File: src/rtl/ethernet_pkg.sv
// Shared types and constants for the Ethernet RX deframer: header layout, header struct,
// deframer FSM states and a byte-lane helper.
package ethernet_pkg;

  localparam logic [47:0] MAC_BCAST = 48'hffffffffffff;

  // Byte offsets within the two header beats
  localparam int unsigned DstOff   = 0;  // beat 0
  localparam int unsigned SrcHiOff = 6;  // beat 0
  localparam int unsigned SrcLoOff = 0;  // beat 1
  localparam int unsigned TypeOff  = 4;  // beat 1
  localparam int unsigned DestOff  = 6;  // beat 1

  typedef struct packed {
    logic [47:0] dst;
    logic [47:0] src;
    logic [15:0] ethertype;
    logic [7:0]  dest;
  } eth_hdr_t;

  typedef enum logic [1:0] {StHdr0, StHdr1, StPass, StDrop} rx_state_e;

  function automatic logic [7:0] beat_byte(logic [63:0] beat, int unsigned n);
    return beat[8*n +: 8];
  endfunction

endpackage

File: src/rtl/eth_rx_deframer_if.sv
// 64-bit frame stream with per-frame sideband (kernel destination, source MAC).
interface eth_rx_deframer_if;
  logic [63:0] DATA;
  logic [7:0]  KEEP;
  logic        LAST;
  logic        VALID;
  logic        READY;
  logic [7:0]  DEST;
  logic [47:0] SRC_MAC;

  modport master (output DATA, KEEP, LAST, VALID, DEST, SRC_MAC, input READY);
  modport slave  (input DATA, KEEP, LAST, VALID, DEST, SRC_MAC, output READY);
endinterface

File: src/rtl/axis_reg_slice.sv
// Single-stage ready/valid output register; reloads on the same cycle it is popped.
module axis_reg_slice (
  input  logic        clk,
  input  logic        rst,
  input  logic [63:0] in_data,
  input  logic [7:0]  in_keep,
  input  logic        in_last,
  input  logic        in_valid,
  output logic        in_ready,
  output logic [63:0] out_data,
  output logic [7:0]  out_keep,
  output logic        out_last,
  output logic        out_valid,
  input  logic        out_ready
);

  logic [63:0] data_q;
  logic [7:0]  keep_q;
  logic        last_q;
  logic        valid_q;

  assign in_ready = !valid_q || out_ready;

  always_ff @(posedge clk or posedge rst) begin
    if (rst) begin
      data_q  <= '0;
      keep_q  <= '0;
      last_q  <= 1'b0;
      valid_q <= 1'b0;
    end else if (in_ready) begin
      valid_q <= in_valid;
      if (in_valid) begin
        data_q <= in_data;
        keep_q <= in_keep;
        last_q <= in_last;
      end
    end
  end

  assign out_data  = data_q;
  assign out_keep  = keep_q;
  assign out_last  = last_q;
  assign out_valid = valid_q;

endmodule

File: src/rtl/eth_rx_deframer.sv
// Ethernet RX deframer: filters on destination MAC, strips the 16-byte header and forwards
// payload with DEST/SRC_MAC sideband. Frame counters built only when ETH_RX_STATS_EN is defined.
module eth_rx_deframer
  import ethernet_pkg::*;
#(
  parameter logic [47:0] MAC_ADDR_FPGA = 48'hfa163e55ca02
) (
  input  logic                clk,
  input  logic                rst,
  eth_rx_deframer_if.slave    stream_in,
  eth_rx_deframer_if.master   stream_out,
  output logic [31:0]         frames_ok,
  output logic [31:0]         frames_dropped
);

  rx_state_e   state_q;
  logic        mac_ok_q;
  logic [15:0] src_hi_q;
  logic [7:0]  dest_q;
  logic [47:0] src_mac_q;

  logic        slice_ready;
  logic        in_fire;
  logic        full_hdr;
  eth_hdr_t    hdr;

  assign stream_in.READY = (state_q == StPass) ? slice_ready : 1'b1;
  assign in_fire         = stream_in.VALID && stream_in.READY;
  assign full_hdr        = (stream_in.KEEP == 8'hff) && !stream_in.LAST;

  // Fields as they would appear on the current beat; dst is meaningful in HDR0, the rest in HDR1.
  always_comb begin
    hdr.dst = {beat_byte(stream_in.DATA, DstOff),     beat_byte(stream_in.DATA, DstOff + 1),
               beat_byte(stream_in.DATA, DstOff + 2), beat_byte(stream_in.DATA, DstOff + 3),
               beat_byte(stream_in.DATA, DstOff + 4), beat_byte(stream_in.DATA, DstOff + 5)};
    hdr.src = {src_hi_q,
               beat_byte(stream_in.DATA, SrcLoOff),     beat_byte(stream_in.DATA, SrcLoOff + 1),
               beat_byte(stream_in.DATA, SrcLoOff + 2), beat_byte(stream_in.DATA, SrcLoOff + 3)};
    hdr.ethertype = {beat_byte(stream_in.DATA, TypeOff), beat_byte(stream_in.DATA, TypeOff + 1)};
    hdr.dest      = beat_byte(stream_in.DATA, DestOff);
  end

  always_ff @(posedge clk or posedge rst) begin
    if (rst) begin
      state_q   <= StHdr0;
      mac_ok_q  <= 1'b0;
      src_hi_q  <= '0;
      dest_q    <= '0;
      src_mac_q <= '0;
    end else if (in_fire) begin
      unique case (state_q)
        StHdr0: begin
          mac_ok_q <= (hdr.dst == MAC_ADDR_FPGA) || (hdr.dst == MAC_BCAST);
          src_hi_q <= {beat_byte(stream_in.DATA, SrcHiOff), beat_byte(stream_in.DATA, SrcHiOff + 1)};
          if (full_hdr) state_q <= StHdr1;
        end
        StHdr1: begin
          dest_q    <= hdr.dest;
          src_mac_q <= hdr.src;
          if (!full_hdr)     state_q <= StHdr0;
          else if (mac_ok_q) state_q <= StPass;
          else               state_q <= StDrop;
        end
        StPass, StDrop: begin
          if (stream_in.LAST) state_q <= StHdr0;
        end
        default: state_q <= StHdr0;
      endcase
    end
  end

  axis_reg_slice u_out_slice (
    .clk       (clk),
    .rst       (rst),
    .in_data   (stream_in.DATA),
    .in_keep   (stream_in.KEEP),
    .in_last   (stream_in.LAST),
    .in_valid  (stream_in.VALID && (state_q == StPass)),
    .in_ready  (slice_ready),
    .out_data  (stream_out.DATA),
    .out_keep  (stream_out.KEEP),
    .out_last  (stream_out.LAST),
    .out_valid (stream_out.VALID),
    .out_ready (stream_out.READY)
  );

  assign stream_out.DEST    = dest_q;
  assign stream_out.SRC_MAC = src_mac_q;

`ifdef ETH_RX_STATS_EN
  logic        ok_inc;
  logic        drop_inc;
  logic [31:0] frames_ok_q;
  logic [31:0] frames_dropped_q;

  assign ok_inc   = in_fire && (state_q == StPass) && stream_in.LAST;
  // Runt headers count on the offending beat; filtered frames count on their LAST beat.
  assign drop_inc = in_fire && ((((state_q == StHdr0) || (state_q == StHdr1)) && !full_hdr) ||
                                ((state_q == StDrop) && stream_in.LAST));

  always_ff @(posedge clk or posedge rst) begin
    if (rst) begin
      frames_ok_q      <= '0;
      frames_dropped_q <= '0;
    end else begin
      if (ok_inc)   frames_ok_q      <= frames_ok_q + 32'd1;
      if (drop_inc) frames_dropped_q <= frames_dropped_q + 32'd1;
    end
  end

  assign frames_ok      = frames_ok_q;
  assign frames_dropped = frames_dropped_q;
`else
  assign frames_ok      = 32'h0;
  assign frames_dropped = 32'h0;
`endif

  logic unused_bits;
  assign unused_bits = ^{hdr.ethertype, stream_in.DEST, stream_in.SRC_MAC};

endmodule

File: src/flat_wrapper.sv
// flat-port wrapper written by rule: the top's interface ports become plain ports
module eth_rx_deframer_flat import ethernet_pkg::*;
#(
  parameter logic [47:0] MAC_ADDR_FPGA = 48'hfa163e55ca02
)
  (clk, rst, frames_ok, frames_dropped, stream_in_DATA, stream_in_KEEP, stream_in_LAST, stream_in_VALID, stream_in_DEST, stream_in_SRC_MAC, stream_in_READY, stream_out_DATA, stream_out_KEEP, stream_out_LAST, stream_out_VALID, stream_out_DEST, stream_out_SRC_MAC, stream_out_READY);
  eth_rx_deframer_if stream_in_i ();
  eth_rx_deframer_if stream_out_i ();
  input  logic clk;
  input  logic rst;
  output logic [31:0] frames_ok;
  output logic [31:0] frames_dropped;
  input wire logic [$bits(stream_in_i.DATA)-1:0] stream_in_DATA;
  input wire logic [$bits(stream_in_i.KEEP)-1:0] stream_in_KEEP;
  input wire logic [$bits(stream_in_i.LAST)-1:0] stream_in_LAST;
  input wire logic [$bits(stream_in_i.VALID)-1:0] stream_in_VALID;
  input wire logic [$bits(stream_in_i.DEST)-1:0] stream_in_DEST;
  input wire logic [$bits(stream_in_i.SRC_MAC)-1:0] stream_in_SRC_MAC;
  output wire logic [$bits(stream_in_i.READY)-1:0] stream_in_READY;
  output wire logic [$bits(stream_out_i.DATA)-1:0] stream_out_DATA;
  output wire logic [$bits(stream_out_i.KEEP)-1:0] stream_out_KEEP;
  output wire logic [$bits(stream_out_i.LAST)-1:0] stream_out_LAST;
  output wire logic [$bits(stream_out_i.VALID)-1:0] stream_out_VALID;
  output wire logic [$bits(stream_out_i.DEST)-1:0] stream_out_DEST;
  output wire logic [$bits(stream_out_i.SRC_MAC)-1:0] stream_out_SRC_MAC;
  input wire logic [$bits(stream_out_i.READY)-1:0] stream_out_READY;
  assign stream_in_i.DATA = stream_in_DATA;
  assign stream_in_i.KEEP = stream_in_KEEP;
  assign stream_in_i.LAST = stream_in_LAST;
  assign stream_in_i.VALID = stream_in_VALID;
  assign stream_in_i.DEST = stream_in_DEST;
  assign stream_in_i.SRC_MAC = stream_in_SRC_MAC;
  assign stream_in_READY = stream_in_i.READY;
  assign stream_out_DATA = stream_out_i.DATA;
  assign stream_out_KEEP = stream_out_i.KEEP;
  assign stream_out_LAST = stream_out_i.LAST;
  assign stream_out_VALID = stream_out_i.VALID;
  assign stream_out_DEST = stream_out_i.DEST;
  assign stream_out_SRC_MAC = stream_out_i.SRC_MAC;
  assign stream_out_i.READY = stream_out_READY;
  eth_rx_deframer #(.MAC_ADDR_FPGA(MAC_ADDR_FPGA)) u_core (.clk(clk), .rst(rst), .stream_in(stream_in_i), .stream_out(stream_out_i), .frames_ok(frames_ok), .frames_dropped(frames_dropped));
endmodule
File: config.mk
export PLATFORM = sky130hd
export DESIGN_NAME = eth_rx_deframer_flat
export DESIGN_NICKNAME = d
export VERILOG_FILES = /design/src/rtl/ethernet_pkg.sv /design/src/rtl/eth_rx_deframer_if.sv /design/src/rtl/axis_reg_slice.sv /design/src/rtl/eth_rx_deframer.sv /design/src/flat_wrapper.sv
export SDC_FILE = /design/constraint.sdc
export NUM_CORES = 1
export LEC_CHECK = 0
export BUFFER_PORTS_ARGS = -buffer_cell sky130_fd_sc_hd__buf_2
export CAP_MARGIN = 20
export CORE_ASPECT_RATIO = 0.5
export CORE_MARGIN = 2
export CORE_UTILIZATION = 35
export DETAILED_ROUTE_END_ITERATION = 16
export PLACE_DENSITY = 0.61
export REMOVE_ABC_BUFFERS = 1
export SLEW_MARGIN = 20
export SYNTH_ARGS = -nofsm -noshare
export SYNTH_HDL_FRONTEND = slang
export SYNTH_SLANG_ARGS = --single-unit
File: constraint.sdc
create_clock -name clk -period 9.62 [get_ports clk]
set_input_delay 1.924 -clock clk [delete_from_list [all_inputs] [get_ports clk]]
set_output_delay 1.924 -clock clk [all_outputs]
set_load 0.02 [all_outputs]
; After elaboration in Yosys (flattened, before gate mapping)
; Index checks and enable logic that the tools add are counted.
[classes]
n_eq_ne = 8
muxes = 6
reduce_logical = 13
[op_table]
columns = operator, n
row1 = $eq 48x48->1 const B, 2
row2 = $eq 8x8->1 const B, 1
row3 = $mux 2, 3
row4 = $pmux 2 s3, 1
row5 = $reduce_and 2->1, 3
row6 = $eq 2x2->1 const B, 2
row7 = $logic_and 1x1->1, 3
row8 = $reduce_and 3->1, 1
row9 = $eq 2x1->1 const B, 1
row10 = $logic_not 1->1, 2
row11 = $logic_not 2->1, 1
row12 = $logic_or 1x1->1, 2
row13 = $mux 1, 2
row14 = $ne 2x1->1 const B, 1
row15 = $ne 2x2->1 const B, 1
row16 = $reduce_or 2->1, 1
[word_totals]
output_inout_bits = 195
ff_bits = 149
word_cells = 36

; Longest topological paths before layout
; Gate-level depths: netlist of the first run.
[depth]
word_depth = 5
mapped_depth = 5
depth_no_buf = 4

; By module
; A second synthesis of the first run with hierarchy kept.
[unflattened]
hier_cells = 425
area_unflattened_um2 = 6673.9
[by_module_without_submodules]
columns = module, seq_area_each_um2, area_per_inst_um2, n_inst, cells_per_inst
row1 = eth_rx_deframer, 1876.8, 3623.5, 1, 267
row2 = axis_reg_slice, 1851.8, 3050.4, 1, 158

; Worst setup path before layout of the first run
; OpenSTA, ideal clock, no wires.
[synth_timing]
path_type = input -> output
startpoint = in stream_out_READY
endpoint = out stream_in_READY
slack_ps = 5315
path_buffers = 0
arrival_time_ps = 2381
stages = 2
cell_sequence = and2b_1 -> nand2_1
[synth_via]
elab_chain_len = 2
[synth_lines]
columns = element, line_no
row1 = start: declaration, flat_wrapper.sv:26  ; input wire logic [$bits(stream_out_i.READY)-1:0] stream_out_READY;
row2 = $logic_or 1x1->1, axis_reg_slice.sv:22  ; assign in_ready = !valid_q || out_ready;
row3 = $mux 1, eth_rx_deframer.sv:27  ; assign stream_in.READY = (state_q == StPass) ? slice_ready : 1'b1;
row4 = end: declaration, flat_wrapper.sv:19  ; output wire logic [$bits(stream_in_i.READY)-1:0] stream_in_READY;
; No other way between the ends.

; Worst setup path after layout of the first run
; Same ends and word-level chain as after synthesis.

==> flow_summary_export.csv, run 1 <==
group,metric,value,unit
run_status,status,"finished clean",
die,ios,328,
pwr,pwr-share-comb,7.2,%
pwr,peakVddDrop,0.1112,mV
die,floorplan.initialDensity,35.92,%
detailed_routing,drt-vias-per-instance,4.321,
clocking,clkTransAtPathRegs,60,ps
sta,final-setup-viol-count,0,
clocking,insertion_delay,410,ps
layout,final_layout_size_suffix_gt1_share,60.22,%
yosys,synth_top_area_share,56.17,%
sta,finClkSkew,9.682,ps
pwr,p_sw_share,25.25,%
yosys,synth_seq_cells,149,
sta,slew_headroom,38.31,%
global_routing,use_met3,3.297,%
sta,drv_slew,0,
yosys,synth_area_leaders,"dfrtp_1 (56%), mux2_4 (16%), mux2_2 (13%)",
worst_setup_path,startpoint_type,"input pin",
die,num_rows,35,
yosys,ys.flop_type,"dfrtp_1",
pwr,p_sw,344.1,µW
die,die-area,20150,µm²
yosys,yosysMostFrequentCell,"dfrtp_1",
pwr,power.internal,1019,µW
yosys,ys_seq_area_share,56.17,%
clocking,clock_sinks,149,
layout,fillers,1734,
worst_setup_path,cp.required,7700,ps
pwr,p_total,1363,µW
worst_setup_path,cp.arrival,2540,ps
yosys,synth_area,6638,µm²
pwr,p_leak,0.004484,µW
clocking,cts-hold-fix-buffers,0,
sta,hold_viol_final,0,
global_routing,grtUsageMet2,25.69,%
die,dieHeight,101.4,µm
worst_setup_path,critPathKind,"input pin to primary output",
worst_setup_path,end_kind,"primary output",
sta,period_minus_slack,4468,ps
global_routing,grt_usage,14.45,%
layout,area_growth,22.75,%
yosys,synthTopCellsByCount,"dfrtp_1 (149), mux2_2 (75), mux2_4 (70)",
layout,n_antenna_cell,0,
clocking,clockBufferDepth,2,
worst_setup_path,worstPathMaxFanout,2,
die,core-area,18480,µm²
global_routing,grt_use_met1,17.71,%
die,die_x,198.8,µm
layout,nets,771,
global_routing,grt_pass1_vias,3881,
run,drv_cap,0,
detailed_routing,drt_pass1_iterations,4,
yosys,syn-mean-instance-area,15.62,µm²
clocking,cts_root_buffer,"clkbuf_16",
sta,rsz0062_at_grt,"false",
clocking,cts_buffers,17,
yosys,synthCells,425,
global_routing,grt_overflow,0,
global_routing,antenna_found_initial,0,
clocking,cts_setup_buffers,0,
placement,portBuffers,207,
detailed_routing,drt_iter0_markers,136,
global_routing,busiest_layer,"met2",
detailed_routing,drt_wl_total,14.54,mm
hold_path,hold_path_class,"flop to flop",
sta,finalCritPeriodShare,46.45,%
pwr,power_frac_seq,47.5,%
yosys,ys_types,27,
yosys,yosysTopAreaCell,"dfrtp_1",
sta,fin_setup_tns,0,ps
detailed_routing,routedWlPerCell,15.98,µm
detailed_routing,route.antenna.remaining_nets,0,
sta,clock.fmax,223.8,MHz
pwr,pwr-share-clk,45.4,%
placement,dp_hpwl,10.26,mm
clocking,cts_resized,0,
clocking,cts_tree,"yes",
yosys,async_flop_share,100.0,%
yosys,yosys_warnings,0,
yosys,synth_edf_count,0,
global_routing,grt_pass1_wl,21.94,mm
clocking,htree_levels,4,
global_routing,grt_start_max_net_pins,79,
pwr,powerDensity,167.3,nW/µm²
detailed_routing,num_vias,3932,
sta,worstMarginPinSlew,925.4,ps
detailed_routing,drcViolationCount,0,
placement,gp_congestion,0.7492,
==> final cells by class <==
| cell class | count | area, µm² | share of cell area, % |
|---|---|---|---|
| Sequential cell | 149 | 3729 | 45.76 |
| Multi-Input combinational cell | 257 | 2464 | 30.24 |
| Inverter | 3 | 16.27 | 0.1996 |
| Clock buffer | 20 | 456.7 | 5.605 |
| Tap cell | 259 | 324.1 | 3.977 |
| Clock inverter | 12 | 96.34 | 1.182 |
| Timing Repair Buffer | 210 | 1062 | 13.04 |
==> power groups by stage <==
stage                     Clock (µW)  Combinational (µW)  Sequential [µW]
after floorplan                    0                48.3              667
after global placement             0                97.0              658
after detailed placement           0                98.5              659
after CTS                        639                98.6              647
after global routing             668                 107              648
final                            619                97.5              647
==> flip-flops by register name, summed over array words and instances, names as in the netlist <==
register and flops:
u_core.mac_ok_q 1, u_core.src_hi_q 16, u_core.state_q 2, u_core.stream_out.DEST 8, u_core.stream_out.SRC_MAC 48, u_core.u_out_slice.out_data 64, u_core.u_out_slice.out_keep 8, u_core.u_out_slice.out_last 1
u_core.u_out_slice.out_valid 1
==> routing by layer <==
layer | vias to the layer above | part of all wire (%)
met5 | - | 0
met4 | 0 | 1.1
met3 | 10 | 3.5
met2 | 93 | 54
met1 | 2035 | 41
li1 | 1794 | -
==> worst paths after layout <==
kind / startpoint / end / slack [ps] / depth (start not counted)
max in group asynchronous: rst / u_core.u_out_slice.out_keep[3]$_DFFE_PP0P_ / 6830 / 3
min in group asynchronous: rst / u_core.u_out_slice.out_data[55]$_DFFE_PP0P_ / 1610 / 2
worst max register to register: u_core.state_q[0]$_DFFE_PP0P_ / u_core.u_out_slice.out_last$_DFFE_PP0P_ / 6870 / 5
worst max-delay path: stream_out_READY / stream_in_READY / 5150 / 4
worst min register to register: u_core.stream_out.SRC_MAC[14]$_DFFE_PP0P_ / u_core.stream_out.SRC_MAC[14]$_DFFE_PP0P_ / 500 / 1
worst min-delay path: u_core.stream_out.SRC_MAC[14]$_DFFE_PP0P_ / u_core.stream_out.SRC_MAC[14]$_DFFE_PP0P_ / 500 / 1
==> cell usage in the layout, fill, tap and decap left out, types with 2 or more instances in the layout <==
master / n
dfrtp_1: 149
o21ai_0: 2
mux2_4: 70
inv_6: 5
buf_2: 207
inv_1: 2
nand3_1: 4
nand2_1: 5
mux2_2: 75
clkinvlp_4: 4
nor2_1: 2
buf_4: 2
nor4_1: 7
clkbuf_16: 17
nor3_1: 2
conb_1: 64
nand4_1: 13
clkinv_4: 3
clkbuf_8: 2
==> logic make-up (layout without fill, tap and decap cells) <==
group                  count (synthesis)  in the layout  synth area share [%]
AOI/OAI and AO/OA                      6              6                0.6034
muxes                                146            146                 28.71
DFF                                  149            149                 56.17
other                                  1             64               0.05650
buffers and inverters                 82            245                 10.54
and+or+nand+nor                       41             41                 3.921
==> through the flow <==
stage	setup slack, ps	hold slack [ps]	instances	util (%)	instance area [µm²]
floorplan	3688	476.7	409	-	6186
global placement	5150	482.3	878	41.08	7591
detailed placement	5139	485.7	878	41.08	7591
CTS	5139	504.0	910	44.07	8144
global route	5105	509.5	910	44.09	8148
finish	5152	499.3	910	44.09	8148
==> worst max-delay path, cell delays in order <==
cell,delay [ps]
buf_2,100
and2b_1,290
nand2_1,70
buf_2,160
Note: power is estimated with default switching activity, not from simulation.
==> run 2: changes to the inputs <==
- clock period: 9.62 -> 4.4 ns (I/O delays scaled with it)
==> flow_summary_export.csv, run 2 (synthesized netlist as in run 1, its figures left out) <==
group,metric,value,unit
sta,drv_slew,0,
placement,dp_hpwl,10.38,mm
clocking,cts_tree,"yes",
clocking,insertion_delay,410,ps
placement,place_inst,879,
placement,gp_congestion,0.7626,
worst_setup_path,critPathKind,"input pin to primary output",
pwr,p_total,3100,µW
sta,period_minus_slack,2414,ps
clocking,clockBufferDepth,2,
sta,timing.final.ws_setup,1986,ps
layout,n_antenna_cell,0,
worst_setup_path,worstPathMaxFanout,2,
placement,portBuffers,207,
global_routing,grt_start_max_net_pins,118,
sta,slew_headroom,37.43,%
worst_setup_path,startpoint_type,"input pin",
clocking,clock_sinks,149,
clocking,cts_resized,0,
detailed_routing,num_vias,3928,
layout,nets,772,
worst_setup_path,end_kind,"primary output",
worst_setup_path,cp.arrival,1530,ps
worst_setup_path,r2r_setup_slack,2060,ps
worst_setup_path,cp.required,3520,ps
detailed_routing,drcViolationCount,0,
die,dieHeight,101.4,µm
hold_path,hold_path_class,"flop to flop",
layout,final_common_cell,"buf_2",
worst_setup_path,critPathLaunch,"stream_out_READY",
clocking,cts-hold-fix-buffers,0,
detailed_routing,routedWlPerCell,15.98,µm
layout,fin_cells,911,
die,die-area,20150,µm²
pwr,peakVddDrop,0.2633,mV
sta,final-setup-viol-count,0,
layout,largest_reg_flops,64,
clocking,cts_buffers,17,
clocking,htree_levels,4,
placement,pre_cts_ws,1553,ps
global_routing,grt_pass1_wl,21.76,mm
layout,final_cell_mix,"buf_2 (207), dfrtp_1 (149), mux2_2 (75)",
placement,dpl_cell_area,7611,µm²
pwr,powerDensity,377.7,nW/µm²
layout,area_growth,23.64,%
clocking,clkTransAtPathRegs,60,ps
die,num_rows,35,
global_routing,grt_pass1_vias,3912,
run,drv_cap,0,
sta,finalCritPeriodShare,54.86,%
detailed_routing,drt_pass1_iterations,4,
sta,hold_viol_final,0,
die,floorplan.initialDensity,35.92,%
layout,fin_area,8207,µm²
sta,worstMarginPinSlew,938.5,ps
detailed_routing,route.antenna.remaining_nets,0,
sta,finClkSkew,8.181,ps
die,core-area,18480,µm²
detailed_routing,drt_wl_total,14.56,mm
global_routing,grt_overflow,0,
worst_setup_path,timing.rr.start,"u_core.state_q[0]$_DFFE_PP0P_",
clocking,cts_setup_buffers,0,
die,ios,328,
die,die_x,198.8,µm
sta,rsz0062_at_grt,"false",
pwr,p_leak,0.004519,µW
detailed_routing,drt-vias-per-instance,4.312,
global_routing,grt_usage,14.27,%
global_routing,antenna_found_initial,0,
detailed_routing,drt_iter0_markers,120,
worst_setup_path,critPathCapture,"stream_in_READY",
worst_setup_path,reg2reg_depth,5,
run_status,status,"finished clean",
worst_setup_path,reg2reg_to,"u_core.u_out_slice.out_data[0]$_DFFE_PP0P_",
sta,clock.fmax,414.3,MHz
layout,final_layout_size_suffix_gt1_share,60.28,%
clocking,cts_root_buffer,"clkbuf_16",
## run 2: routing by layer
metal	track usage [%]	vias to the layer above	wire length [µm]
met2	25.85	96	7781
met4	5.339	0	221
met1	16.95	2026	6058
met3	2.964	14	500
met5	0	-	0
li1	-	1792	-
## run 2: layout make-up
type	count	area, µm²
clock inverters	14	163.9
repair buffers	211	1079
inverters	3	18.77
fillers	1729	10270
multi-input cells	257	2464
clock buffers	18	429.2
flip-flops and latches	149	3729
well taps	259	324.1
## run 2: how the worst min path moves through the flow
stage,from,end,slack [ps],depth (start not counted)
2_1_floorplan,u_core.src_hi_q[0]$_DFFE_PP0P_,u_core.src_hi_q[0]$_DFFE_PP0P_,480,1
3_3_place_gp,u_core.stream_out.DEST[4]$_DFFE_PP0P_,u_core.stream_out.DEST[4]$_DFFE_PP0P_,480,1
3_5_place_dp,u_core.stream_out.SRC_MAC[7]$_DFFE_PP0P_,u_core.stream_out.SRC_MAC[7]$_DFFE_PP0P_,490,1
4_1_cts,u_core.stream_out.SRC_MAC[1]$_DFFE_PP0P_,u_core.stream_out.SRC_MAC[1]$_DFFE_PP0P_,500,1
5_1_grt,u_core.stream_out.SRC_MAC[7]$_DFFE_PP0P_,u_core.stream_out.SRC_MAC[7]$_DFFE_PP0P_,510,1
6_report,u_core.stream_out.SRC_MAC[24]$_DFFE_PP0P_,u_core.stream_out.SRC_MAC[24]$_DFFE_PP0P_,500,1
## run 2: through the flow
| step | setup TNS (ps) | hold WS [ps] | util [%] |
|---|---|---|---|
| finish | 0 | 497.5 | 44.41 |
| global route | 0 | 511.6 | 44.41 |
| CTS | 0 | 501.5 | 44.39 |
| detailed placement | 0 | 486.6 | 41.18 |
| global placement | 0 | 483.3 | 41.18 |
| floorplan | -72720 | 476.7 | - |
## run 2: critical path, stage by stage
cell,delay (ps)
buf_2,100
and2b_1,290
nand2_1,90
buf_2,170
## run 2: report_power, final
group	leakage, µW	total (µW)	internal [µW]	switching, µW
Clock	0.000287	1470	855	618
Sequential	0.00204	1410	1400	13.5
Combinational	0.00219	213	66.1	146
Total	0.00452	3100	2320	778
